==> src/rtl/spi_cmd_tx.sv <==
// SPI mode-0 command transmitter: sends divider (0x09,lo) or compare (0x08,hi,lo) frames.
// Optional feature: define SPI_CMD_TX_QUEUE_EN for a one-entry request holding register.
module spi_cmd_tx #(
    parameter int CLK_DIV = 4
) (
    input  logic        i_clk,
    input  logic        i_rst,
    input  logic        i_start,
    input  logic        i_sel,
    input  logic [15:0] i_data,
    output logic        o_ready,
    output logic        o_busy,
    output logic        o_done,
    output logic        o_cs_n,
    output logic        o_sclk,
    output logic        o_mosi,
    output logic        o_tr
);

    localparam logic [2:0] IDLE  = 3'd0;
    localparam logic [2:0] LEAD  = 3'd1;
    localparam logic [2:0] SHIFT = 3'd2;
    localparam logic [2:0] GAP   = 3'd3;
    localparam logic [2:0] TRAIL = 3'd4;
    localparam logic [2:0] DONE  = 3'd5;

    localparam logic [7:0] DIV_LAST = 8'(CLK_DIV - 1);

    logic [2:0]  state;
    logic [7:0]  div_cnt;
    logic [2:0]  bit_cnt;
    logic [1:0]  byte_idx;
    logic [7:0]  shreg;
    logic        sel_q;
    logic [15:0] data_q;
    logic        sclk_q;
    logic        ready_en;

    logic        accept;
    logic        load_go;
    logic        load_sel;
    logic [15:0] load_data;
    logic        div_end;
    logic        last_byte;
    logic [7:0]  next_byte;

    assign div_end   = (div_cnt == DIV_LAST);
    assign last_byte = sel_q ? (byte_idx == 2'd2) : (byte_idx == 2'd1);
    // Byte following the one currently indexed by byte_idx.
    assign next_byte = (byte_idx == 2'd0 && sel_q) ? data_q[15:8] : data_q[7:0];
    assign accept    = i_start && o_ready;

`ifdef SPI_CMD_TX_QUEUE_EN
    logic        hold_valid;
    logic        hold_sel;
    logic [15:0] hold_data;
    logic        from_hold;
    logic        direct;
    logic        idle_or_done;

    assign idle_or_done = (state == IDLE) || (state == DONE);
    assign from_hold    = (state == DONE) && hold_valid;
    assign direct       = accept && idle_or_done;
    assign load_go      = from_hold || direct;
    assign load_sel     = from_hold ? hold_sel : i_sel;
    assign load_data    = from_hold ? hold_data : i_data;
    assign o_ready      = ready_en && !hold_valid;

    // Requests arriving mid-frame park here until the DONE cycle.
    always_ff @(posedge i_clk) begin
        if (i_rst) begin
            hold_valid <= 1'b0;
            hold_sel   <= 1'b0;
            hold_data  <= 16'h0000;
        end else if (accept && !idle_or_done) begin
            hold_valid <= 1'b1;
            hold_sel   <= i_sel;
            hold_data  <= i_data;
        end else if (from_hold) begin
            hold_valid <= 1'b0;
        end
    end
`else
    assign load_go   = accept;
    assign load_sel  = i_sel;
    assign load_data = i_data;
    assign o_ready   = ready_en && (state == IDLE);
`endif

    always_ff @(posedge i_clk) begin
        if (i_rst) begin
            state    <= IDLE;
            div_cnt  <= 8'd0;
            bit_cnt  <= 3'd0;
            byte_idx <= 2'd0;
            shreg    <= 8'h00;
            sel_q    <= 1'b0;
            data_q   <= 16'h0000;
            sclk_q   <= 1'b0;
            ready_en <= 1'b0;
        end else begin
            ready_en <= 1'b1;
            case (state)
                IDLE, DONE: begin
                    if (load_go) begin
                        state    <= LEAD;
                        sel_q    <= load_sel;
                        data_q   <= load_data;
                        shreg    <= load_sel ? 8'h08 : 8'h09;
                        byte_idx <= 2'd0;
                        div_cnt  <= 8'd0;
                    end else begin
                        state <= IDLE;
                    end
                end
                LEAD, GAP: begin
                    if (div_end) begin
                        state   <= SHIFT;
                        div_cnt <= 8'd0;
                        bit_cnt <= 3'd0;
                    end else begin
                        div_cnt <= div_cnt + 8'd1;
                    end
                end
                SHIFT: begin
                    if (!div_end) begin
                        div_cnt <= div_cnt + 8'd1;
                    end else begin
                        div_cnt <= 8'd0;
                        sclk_q  <= !sclk_q;
                        // Data advances on the falling edge so it is stable across the rise.
                        if (sclk_q) begin
                            if (bit_cnt == 3'd7) begin
                                if (last_byte) begin
                                    state <= TRAIL;
                                    shreg <= 8'h00;
                                end else begin
                                    state    <= GAP;
                                    byte_idx <= byte_idx + 2'd1;
                                    shreg    <= next_byte;
                                end
                            end else begin
                                bit_cnt <= bit_cnt + 3'd1;
                                shreg   <= {shreg[6:0], 1'b0};
                            end
                        end
                    end
                end
                TRAIL: begin
                    if (div_end) begin
                        state   <= DONE;
                        div_cnt <= 8'd0;
                    end else begin
                        div_cnt <= div_cnt + 8'd1;
                    end
                end
                default: state <= IDLE;
            endcase
        end
    end

    assign o_cs_n = !((state == LEAD) || (state == SHIFT) || (state == GAP) || (state == TRAIL));
    assign o_sclk = sclk_q;
    assign o_tr   = (state == SHIFT);
    assign o_mosi = !o_cs_n && shreg[7];
    assign o_done = (state == DONE);
    assign o_busy = (state != IDLE);

endmodule

==> config.mk <==
export PLATFORM = sky130hd
export DESIGN_NAME = spi_cmd_tx
export DESIGN_NICKNAME = d
export VERILOG_FILES = /design/src/rtl/spi_cmd_tx.sv
export SDC_FILE = /design/constraint.sdc
export NUM_CORES = 1
export LEC_CHECK = 0
export ABC_AREA = 0
export ABC_CLOCK_PERIOD_IN_PS = 1500
export BUFFER_PORTS_ARGS = -buffer_cell sky130_fd_sc_hd__buf_2
export CAP_MARGIN = 0
export CORE_MARGIN = 1.5
export CORE_UTILIZATION = 49
export DETAILED_ROUTE_END_ITERATION = 6
export PLACE_DENSITY = 0.78
export SKIP_LAST_GASP = 1
export SLEW_MARGIN = 5
export SYNTH_ARGS = -nofsm -noshare
export SYNTH_HDL_FRONTEND = slang
export SYNTH_SLANG_ARGS = --single-unit
export TNS_END_PERCENT = 1
==> constraint.sdc <==
create_clock -name i_clk -period 1.5 [get_ports i_clk]
set_clock_uncertainty 0.05 [all_clocks]
set_input_delay 0.15 -clock i_clk [delete_from_list [all_inputs] [get_ports i_clk]]
set_output_delay 0.15 -clock i_clk [all_outputs]
set_load 0.05 [all_outputs]
== Word level (Yosys, flattened, before mapping) ==
Index checks and enable logic that the tools add are counted.
Storage, ports and cells
  word-level logic and storage cells: 86
  output and inout bits: 7
  flip-flop bits (word level): 43
Cells by class
  reductions and logical operators: 25
  equal/unequal tests: 17
  multiplexer cells: 32
  add/sub/neg operators: 3
Operator list (count)
  2-to-1 mux 8 bit: 8
  one-hot mux 8 bit (2 select lines): 2
  2-to-1 mux 3 bit: 10
  one-hot mux 3 bit (4 select lines): 1
  2-to-1 mux 2 bit: 5
  inequality test 2 bit (second input constant): 5
  AND reduction 5 bit: 2
  equality test 3 bit (second input constant): 3
  adder 8 x 1 -> 8 bit (second input constant): 1
  equality test 8 x 2 -> 1 bit (second input constant): 1
  equality test 3 x 2 -> 1 bit (second input constant): 2
  inequality test 2 x 1 -> 1 bit (second input constant): 3
  one-hot mux 3 bit (2 select lines): 1
  AND reduction 2 bit: 3
  AND reduction 6 bit: 1
  nonzero test 2 bit: 3
  logical AND 1 bit: 4
  2-to-1 mux 1 bit: 4
  one-hot mux 2 bit (2 select lines): 1
  AND reduction 4 bit: 1
  OR reduction 2 bit: 2
  OR reduction 4 bit: 1
  adder 3 x 1 -> 3 bit (second input constant): 1
  equality test 3 x 1 -> 1 bit (second input constant): 1
  other kinds (8): 11

== Depth between registers and ports, before layout ==
Gate-level depths: netlist (run 1).
  depth in word-level cells: 8
  gate-level depth with buffers: 9
  gate-level depth less buffers: 6

== Least setup slack after synthesis (run 1) ==
Ideal clock, no wire load.
  path type: flip-flop to flip-flop
  start: reg state[2]
  end: reg byte_idx[1]
  stages on the path, launching flop included: 10
  setup slack: -166 ps
  library setup time: 74 ps
  arrival time: 1542 ps
  buffers on the path: 3
  cells stage by stage: dfxtp_1 > buf_6 > nor2_2 > nand2_2 > inv_2 > and4_4 > buf_6 > buf_6 > nand3_2 > a31oi_1
On the way
  elaborated cells between the ends (all ways): 14
  classes of those cells: 7 x eq/ne; 1 x mux; 6 x reduce/logical
RTL lines
  start: declaration: RTL line 29  | logic [2:0] state;
  start signal: assignment: RTL line 92  | state <= IDLE;
  start signal: assignment: RTL line 106  | state <= LEAD;
  start signal: assignment: RTL line 113  | state <= IDLE;
  equality test 3 x 2 -> 1 bit (*)
  named net o_tr: RTL line 17  | output logic o_tr
  inequality test 2 bit (no line), or another cell as far along
  AND reduction 6 bit (no line)
  end signal: assignment: RTL line 139  | byte_idx <= byte_idx + 2'd1;
  end: declaration: RTL line 32  | logic [1:0] byte_idx;
The timed path passes the listed nets; every way through them passes the cells marked *.
A chain may end at the register's enable or synchronous reset.

== Worst setup path after layout (run 1) ==
  start: reg div_cnt[1]
  end: reg div_cnt[2]
On the way
  longest elaborated chain between the ends: 3
  elaborated cells between the ends (all ways): 4
  classes of those cells: 1 x add/sub; 1 x eq/ne; 2 x mux
Ends and longest elaborated chain
  start: declaration: RTL line 30  | logic [7:0] div_cnt;
  start signal: assignment: RTL line 122  | div_cnt <= div_cnt + 8'd1;
  start signal: assignment: RTL line 127  | div_cnt <= div_cnt + 8'd1;
  start signal: assignment: RTL line 154  | div_cnt <= div_cnt + 8'd1;
  adder 8 x 1 -> 8 bit or equality test 8 x 2 -> 1 bit (tied branches)
  2-to-1 mux 8 bit (*): RTL line 117, 126, 150
  one-hot mux 8 bit (2 select lines) (*): RTL line 103  | case (state)
Every way passes the cells marked *; elsewhere a longest branch is shown, timed or not.

==> results of run 1 <==
## routing by layer
| metal | share of wire, % | vias up | wire, um |
|---|---|---|---|
| li1 | - | 1027 | - |
| met5 | 0 | - | 0 |
| met3 | 5.0 | 7 | 253 |
| met2 | 47 | 62 | 2373 |
| met4 | 1.3 | 0 | 68 |
| met1 | 47 | 895 | 2400 |
## repair_timing
item	in CTS	in global routing
cloned	0	1
buffers inserted	3	3
endpoints found under the setup margin	34	29
hold buffers	0	0
pin swaps	4	8
resized for setup	10	8
## report_power, final
part | internal, mW | leakage (nW) | switching, mW
registers | 1.18 | 0.353 | 0.0297
logic | 0.132 | 0.719 | 0.165
clock network | 0.318 | 0.0440 | 0.398
## layout make-up
| type | instances | area, um^2 | area share, % |
|---|---|---|---|
| clock buffer | 5 | 68.82 | 2.484 |
| sequential | 43 | 870.8 | 31.44 |
| multi-input combinational | 194 | 1230 | 44.40 |
| timing repair buffer | 70 | 491.7 | 17.75 |
| inverter | 8 | 32.53 | 1.174 |
| tap | 50 | 62.56 | 2.258 |
| clock inverter | 2 | 13.76 | 0.4968 |
## cells in the final DEF, fill, tap and decap left out, types with 2 or more instances in the layout
master / Yosys / final
a211oi_1: 3 / 3
a21oi_1: 33 / 32
a311oi_1: 6 / 6
a31oi_1: 5 / 5
and2_1: 4 / 4
and3_1: 4 / 4
and4_4: 1 / 2
buf_12: 0 / 2
buf_2: 2 / 25
buf_4: 2 / 42
clkbuf_8: 0 / 5
dfxtp_1: 43 / 35
dfxtp_2: 0 / 8
ha_4: 0 / 3
inv_1: 6 / 6
mux2_2: 7 / 7
nand2_1: 62 / 61
nand2_2: 2 / 3
nand3_1: 4 / 4
nand4_1: 3 / 3
nor2_1: 13 / 10
nor2_2: 1 / 4
nor2b_1: 3 / 3
o21a_1: 3 / 3
o21ai_0: 2 / 2
o31ai_1: 5 / 5
or2_1: 2 / 2
or3_1: 3 / 3
xor2_1: 6 / 6
## cells by family (layout without fill, tap and decap cells)
logic type / after synthesis / count (layout) / synth area share (%)
muxes: 7 / 7 / 3.669
buffers and inverters: 23 / 85 / 6.290
DFF: 43 / 43 / 40.07
and+or+nand+nor: 113 / 114 / 26.09
xor gates and xnor gates: 6 / 6 / 2.446
adders and majority gates: 4 / 4 / 2.330
AOI/OAI and AO/OA: 63 / 63 / 19.10
## how the worst max path moves through the flow
| stage | start | to | cells past startpoint |
|---|---|---|---|
| floorplan | bit_cnt[0] | bit_cnt[0] | 6 |
| global placement | bit_cnt[0] | bit_cnt[0] | 6 |
| detailed placement | div_cnt[1] | shreg[1] | 5 |
| CTS | bit_cnt[0] | bit_cnt[0] | 6 |
| global route | div_cnt[1] | bit_cnt[1] | 7 |
| finish | div_cnt[1] | div_cnt[2] | 7 |
## metrics by stage
stage          setup slack (ns)  setup TNS (ns)  util [%]
3_5_place_dp            -0.1804          -2.061     62.57
5_1_grt                 -0.2008          -4.091     67.32
2_1_floorplan           -0.1043          -1.279         -
6_report                -0.1500          -2.317     67.32
3_3_place_gp            -0.1177          -1.105     62.57
4_1_cts                 -0.1632          -2.325     66.04
## registers in the layout (all words and copies together), names as in the netlist
signal,count
byte_idx,2
sel_q,1
o_sclk,1
ready_en,1
shreg,8
div_cnt,8
data_q,16
state,3
bit_cnt,3
## worst max-delay path: stages, from the launching register on
cell and delay [ns]:
dfxtp_2 0.34, ha_4 0.16, nor4b_4 0.12, buf_4 0.16, buf_4 0.13, and2_1 0.16, a211o_4 0.37, nor2_2 0.11
==> metrics.txt, run 1 <==
status=finished, violations left; failing checks=setup timing; CTS tree=built; Routed WL=roughly 5100 um; RSZ-0062 raised after global routing=yes; # H-tree levels=2; reg2reg start=div_cnt[1]; worst skew pair latency=~0.30 ns; Hold Crit Depth=3; cells after synthesis=between 200 and 300; GR Layer Usage met2=a little under a third; DIE WIDTH=~70 um; Hold Fails Final Rpt=0; most frequent cells after synthesis=62 x nand2_1, 43 x dfxtp_1, 33 x a21oi_1, 13 x nor2_1, 7 x mux2_2; hold path startpoint=i_data[12]; Global Route Usage Sum=a little over a fifth; Hold Path End=data_q[12]; Initial Util=between 50% and 60%; Die H=between 60 and 70 um; ys flop type=dfxtp_1; root buffer cell=clkbuf_8; residual DRC count=0; num rows=23; worst reg2reg path endpoint=div_cnt[2]; Max Root-Sink Buffers=2; Worst Setup Slack, final=-0.1500 ns; final setup violation count=25; Placement Cell Area=around 2600 um^2; Period minus WS final=about 1.6 ns; share of cells above drive strength 1=around 36%; Worst Setup Path Type=reg2reg; Synthesis Warnings=0; first-pass GRT wire length=approximately 8200 um; 1st-iter DRT viols=roughly 130; top cells by area, synth=dfxtp_1 40%, nand2_1 11%, a21oi_1 7.7%; Distinct cells, synth=46; Final Power=around 2.2 mW; Congestion Overflow GR=0; CTS Buf Count=5; GRT busiest layer=met2; register area share after synthesis=approximately two fifths; Post-DP HPWL=3459 um; critical path required time=around 1.7 ns; mapped cell area=roughly 2100 um^2; Max-Cap Viols=0; dpl cells=359; core area=a little over 4000 um^2; CTS sink count=between 40 and 50; met3 Use GR=under 10%; vias in the first global route=approximately 1800; initial antenna violation count=0; Final #Nets=346; Yosys top cell area share=between 40% and 50%; diodes inserted=0; Area Growth Syn to Fin=28.95%; GPL Wtd Cong=just under 0.8; Via density=approximately 5.4; Clock Pin Slew Worst Setup and Hold Paths=roughly 0.080 ns; Worst setup EP type=flop; CP max FO=6; worst reg2reg path depth=7; Post-synth ARST share=0%; startpoint class of the critical path=flop; Max transition margin=81.00%; Avg Cell Area, Syn=between 8 and 9 um^2; DR vias=around 2000; largest area contributor in the netlist=dfxtp_1; R2R Setup Slk=-0.15 ns; largest net degree at the start of global routing=29; design area=2770 um^2; Routed WL per cell=13.70 um; final cell count without fillers=372; met1 usage=29.57%; Worst Path Arrival=between 1.5 and 2 ns; slew at the pin closest to its max-slew limit=~0.28 ns; number of synthesized flops with an enable pin=0; die area=~4800 um^2; power per cell area=roughly 800 nW/um^2; IO Pins=27; Peak Freq=around 610 MHz; Port Buffers=26; # fillers=between 300 and 400; count leader, synth=nand2_1; syn nets=~280; Post-DRT Antenna Nets=0; VDD IR max=571.7 uV; worst hold path type=in2reg; final hold slack=around 0.025 ns; fin crit share=110.0%; Yosys reg bits=43; P_leak=between 1 and 1.5 nW; iteration count of the initial detailed-routing pass=5; final slew viol count=0
Power figures use the tool's default switching activity.
==> run 2: changes to the inputs <==
Settings changed: CELL_PAD_IN_SITES_DETAIL_PLACEMENT set to 2, CELL_PAD_IN_SITES_GLOBAL_PLACEMENT set to 2, CORE_UTILIZATION 49 to 31, GPL_TIMING_DRIVEN set to 0, PLACE_DENSITY 0.78 to 0.81.
==> metrics.txt, run 2 (synthesized netlist as in run 1, its figures left out) <==
Port Buffers=25; core area=roughly 6800 um^2; Peak Freq=~560 MHz; CP max FO=11; share of cells above drive strength 1=32.89%; P_leak=around 1.0 nW; vias in the first global route=about 2100; CTS Buf Count=5; Max-Cap Viols=0; Final #Nets=327; VDD IR max=about 370 uV; 1st-iter DRT viols=65; Post-DP HPWL=4565 um; Worst Setup Path Type=reg2reg; Initial Util=31.80%; first-pass GRT wire length=11140 um; critical path, cell by cell=ha_4 > nor4b_4 > buf_4 > and4_4 > buf_12 > a21oi_1 > a311oi_1; reg2reg start=div_cnt[0]; residual DRC count=0; initial antenna violation count=0; fin crit share=118.8%; slew at the pin closest to its max-slew limit=0.6206 ns; Top Registers=data_q x16, div_cnt x8, shreg x8; hold path startpoint=i_data[4]; DR vias=between 1500 and 2000; worst reg2reg path depth=7; status=finished, violations left; diodes inserted=0; slowest cell on the critical path=dfxtp_4; commonest non-fill, non-tap cell in the layout=nand2_1; critical path required time=1.64 ns; Final Power=2.328 mW; Worst Setup Slack, final=-0.2822 ns; Largest Register=data_q; final setup violation count=40; num rows=30; RSZ-0062 raised after global routing=yes; iteration count of the initial detailed-routing pass=4; R2R Setup Slk=-0.28 ns; Routed WL=approximately 6900 um; root buffer cell=clkbuf_8; startpoint class of the critical path=flop; commonest non-fill, non-tap cells in the layout=60 x nand2_1, 37 x dfxtp_1, 31 x a21oi_1, 26 x buf_2, 13 x nor2_1; worst skew pair latency=approximately 0.30 ns; largest net degree at the start of global routing=13; Clock Pin Slew Worst Setup and Hold Paths=around 0.090 ns; Congestion Overflow GR=0; Max Root-Sink Buffers=2; Routed WL per cell=17.93 um; IO Pins=27; Via density=5.203; failing checks=setup timing; Crit path max-delay family=simple AND/OR/NAND/NOR gates; Worst setup EP type=flop; Global Route Usage Sum=a little under a fifth; final slew viol count=0; # fillers=about 740; max reg flops=16; Hold Crit Depth=3; Buffers & Inverters on Critical Path=2; DIE WIDTH=roughly 86 um; Period minus WS final=around 1.8 ns; power per cell area=840.2 nW/um^2; worst hold path type=in2reg; Max transition margin=around three fifths; worst reg2reg path endpoint=shreg[4]; pre-CTS setup slack=-0.4173 ns; Worst Path Arrival=around 1.9 ns; final cell count without fillers=~380; CTS tree=built; die area=roughly 7400 um^2; Hold Path End=data_q[4]; Post-DRT Antenna Nets=0; dpl cells=between 300 and 400; Die H=around 86 um; CTS sink count=43; max incr delay on CP=0.37 ns; Hold Fails Final Rpt=0; CP Launch Point=div_cnt[0]; GPL Wtd Cong=roughly 0.77; Area Growth Syn to Fin=29.00%; # H-tree levels=2
run 2: cell count changes in the layout (fill, tap and decap cells not counted), sizes merged:
| cell | delta |
|---|---|
| clkbuf | +10 |
| buf | -25 |
| and4 | -1 |
| clkinv | -2 |
run 2: cell type report:
type	instances	area, um^2	area share, %
plain buffers	15	128.9	4.650
clock buffers	8	100.1	3.612
inverters	8	32.53	1.174
multi-input cells	193	1287	46.46
flip-flops and latches	43	873.3	31.51
well taps	80	100.1	3.612
repair buffers	37	249.0	8.984
run 2: how the worst max path moves through the flow:
stage / endpoint / slack [ns] / cells past startpoint
2_1_floorplan: bit_cnt[0] / -0.10 / 6
3_3_place_gp: shreg[7] / -0.40 / 7
3_5_place_dp: shreg[6] / -0.42 / 7
4_1_cts: bit_cnt[0] / -0.23 / 6
5_1_grt: shreg[4] / -0.41 / 7
6_report: shreg[4] / -0.28 / 7
run 2: what timing repair did:
item | CTS | global route
hold buffers | 0 | 0
cloned | 1 | 1
pin swaps | 5 | 6
gates resized for setup | 26 | 14
buffers inserted | 7 | 3
endpoints found under the setup margin | 46 | 47
run 2: worst min-delay path: cells and delay by family:
kind,cells,cell delay (ns)
AO/OA/AOI/OAI,1,0.05
AND/OR/NAND/NOR,1,0.05
buffers and inverters,1,0.10
run 2: report_power, final:
group	leakage, nW	switching, mW	internal [mW]
logic	0.632	0.192	0.121
registers	0.353	0.0244	1.18
clock network	0.0515	0.393	0.421
run 2: metal layers:
layer  track usage [%]  share of wire, %  vias to the layer above
met1             25.59                47                      971
li1                  -                 -                      988
met4             4.839              0.77                        0
met3             2.857               2.6                        6
met5                 0                 0                        -
met2             32.43                49                       33
run 2: stage by stage:
| stage | area (um^2) | TNS [ns] | hold WS, ns | util [%] |
|---|---|---|---|---|
| after floorplan | 2170 | -1.279 | 0.2360 | - |
| after global placement | 2395 | -7.651 | 0.3408 | 35.44 |
| after detailed placement | 2395 | -9.535 | 0.3511 | 35.44 |
| after CTS | 2664 | -6.913 | 0.03055 | 39.43 |
| after global routing | 2771 | -11.64 | 0.04736 | 41.02 |
| final | 2771 | -6.419 | 0.04237 | 41.02 |
==> run 3: changes to the inputs <==
Settings changed: BUFFER_PORTS_ARGS -buffer_cell sky130_fd_sc_hd__buf_2 to unset, CORE_UTILIZATION 31 to 33, DONT_BUFFER_PORTS set to 1, PLACE_DENSITY 0.81 to 0.79.
==> metrics.txt, run 3 (synthesized netlist as in run 1, its figures left out) <==
Final Power=2.254 mW; worst hold path type=in2reg; Port Buffers=0; commonest non-fill, non-tap cells in the layout=61 x nand2_1, 37 x dfxtp_1, 31 x a21oi_1, 17 x dlygate4sd3_1, 13 x nor2_1; residual DRC count=0; CP max FO=6; clock network power share=33.2%; share of cells above drive strength 1=between 20% and 30%; Flop pwr share=between 50% and 60%; RSZ-0062 raised after global routing=yes; DR vias=2016; vias in the first global route=between 2000 and 2500; VDD IR max=~440 uV; R2R Setup Slk=-0.28 ns; failing checks=setup timing; Max transition margin=between 40% and 50%; Period minus WS final=1.777 ns; status=finished, violations left; worst reg2reg path depth=6; Global Route Usage Sum=21.14%; IO Pins=27; pre-CTS setup slack=-0.4831 ns; Congestion Overflow GR=0; Clock Pin Slew Worst Setup and Hold Paths=0.08 ns; Largest Register=data_q; Routed WL=7077 um; P_leak=0.9453 nW; iteration count of the initial detailed-routing pass=4; Post-DRT Antenna Nets=0; Max Root-Sink Buffers=2; slew at the pin closest to its max-slew limit=about 0.9 ns; power per cell area=between 800 and 900 nW/um^2; Routed WL per cell=19.23 um; Peak Freq=562.9 MHz; max reg flops=16; Area Growth Syn to Fin=27.26%; final cell count without fillers=~370; final hold slack=0.1090 ns; initial antenna violation count=0; Worst setup EP type=flop; fin crit share=118.4%; Hold Fails Final Rpt=0; # H-tree levels=2; Worst Setup Slack, final=-0.2766 ns; CP Launch Point=div_cnt[0]; Hold Crit Depth=3; Int Power=1.620 mW; num rows=29; CTS Buf Count=5; die area=between 7000 and 8000 um^2; startpoint class of the critical path=flop; 1st-iter DRT viols=between 70 and 80; Top Registers=data_q x16, div_cnt x8, shreg x8; diodes inserted=0; # fillers=707; GPL Wtd Cong=0.7555; Worst Setup Path Type=reg2reg; Worst Path Arrival=just under 2 ns; critical path required time=roughly 1.7 ns; root buffer cell=clkbuf_8; first-pass GRT wire length=approximately 12000 um; final slew viol count=0; sw frac=about 28%; reg2reg start=div_cnt[0]; DIE WIDTH=roughly 84 um; Placement Cell Area=~2300 um^2; commonest non-fill, non-tap cell in the layout=nand2_1; Via density=~5.5; CTS tree=built; dpl cells=between 300 and 400; Hold Path End=shreg[0]; Post-DP HPWL=roughly 4400 um; CTS sink count=43; largest net degree at the start of global routing=13; Die H=approximately 84 um; worst reg2reg path endpoint=byte_idx[1]; hold path startpoint=i_sel; core area=approximately 6300 um^2; design area=~2700 um^2; Initial Util=between 30% and 40%; Final #Nets=~310; Switch Pwr=633.9 uW; final setup violation count=45; combinational share of power=around 14%; final setup TNS=-7.763 ns; Final Util=a little over two fifths; worst skew pair latency=about 0.3 ns; Max-Cap Viols=0
## run 3: cell types whose count changed in the layout (fill, tap and decap cells not counted), sizes merged, moves of 2 or more
cell,change
clkinvlp,+2
clkbuf,-2
dlygate4sd3,+17
buf,-30
inv,-2
## run 3: final cells by class
cell class	instances	area, um^2	share of cell area [%]
inverter	8	45.04	1.648
sequential	43	873.3	31.95
buffer	14	113.9	4.165
clock inverter	1	5.005	0.1831
timing repair buffer	24	230.2	8.421
tap	77	96.34	3.524
multi-input combinational	194	1294	47.32
clock buffer	7	76.32	2.792
## run 3: repair_timing
action                                  CTS  global route
setup buffers                             6             1
endpoints found under the setup margin   45            46
gates resized for setup                  21            20
pin swaps                                 6             5
endpoints found under the hold margin    17             0
hold buffers                             17             0
cloned                                    0             1
## run 3: worst max-delay path by stage
stage                             end  slack, ns
after CTS                 byte_idx[1]      -0.29
after global routing         shreg[5]      -0.32
after floorplan            bit_cnt[0]      -0.10
after global placement       shreg[7]      -0.41
after detailed placement     shreg[5]      -0.48
final                     byte_idx[1]      -0.28
## run 3: per-layer routing
| metal | GRT usage, % | vias up | routed length, um |
|---|---|---|---|
| met5 | 0 | - | 0 |
| met4 | 4.918 | 0 | 75 |
| met3 | 3.956 | 7 | 151 |
| met2 | 37.90 | 23 | 3657 |
| met1 | 26.15 | 1022 | 3193 |
| li1 | - | 964 | - |
## run 3: power by group through the flow
stage / logic [mW] / registers [mW] / clock network, mW
2_1_floorplan: 0.184 / 1.22 / 0
3_3_place_gp: 0.231 / 1.23 / 0
3_5_place_dp: 0.239 / 1.23 / 0
4_1_cts: 0.289 / 1.20 / 0.748
5_1_grt: 0.329 / 1.21 / 0.816
6_report: 0.304 / 1.20 / 0.748
## run 3: critical path, stage by stage (launching register included)
cell	delay (ns)
dfxtp_4	0.36
ha_4	0.17
nor4b_4	0.12
buf_4	0.17
and4_2	0.27
or3_1	0.38
a31oi_1	0.18
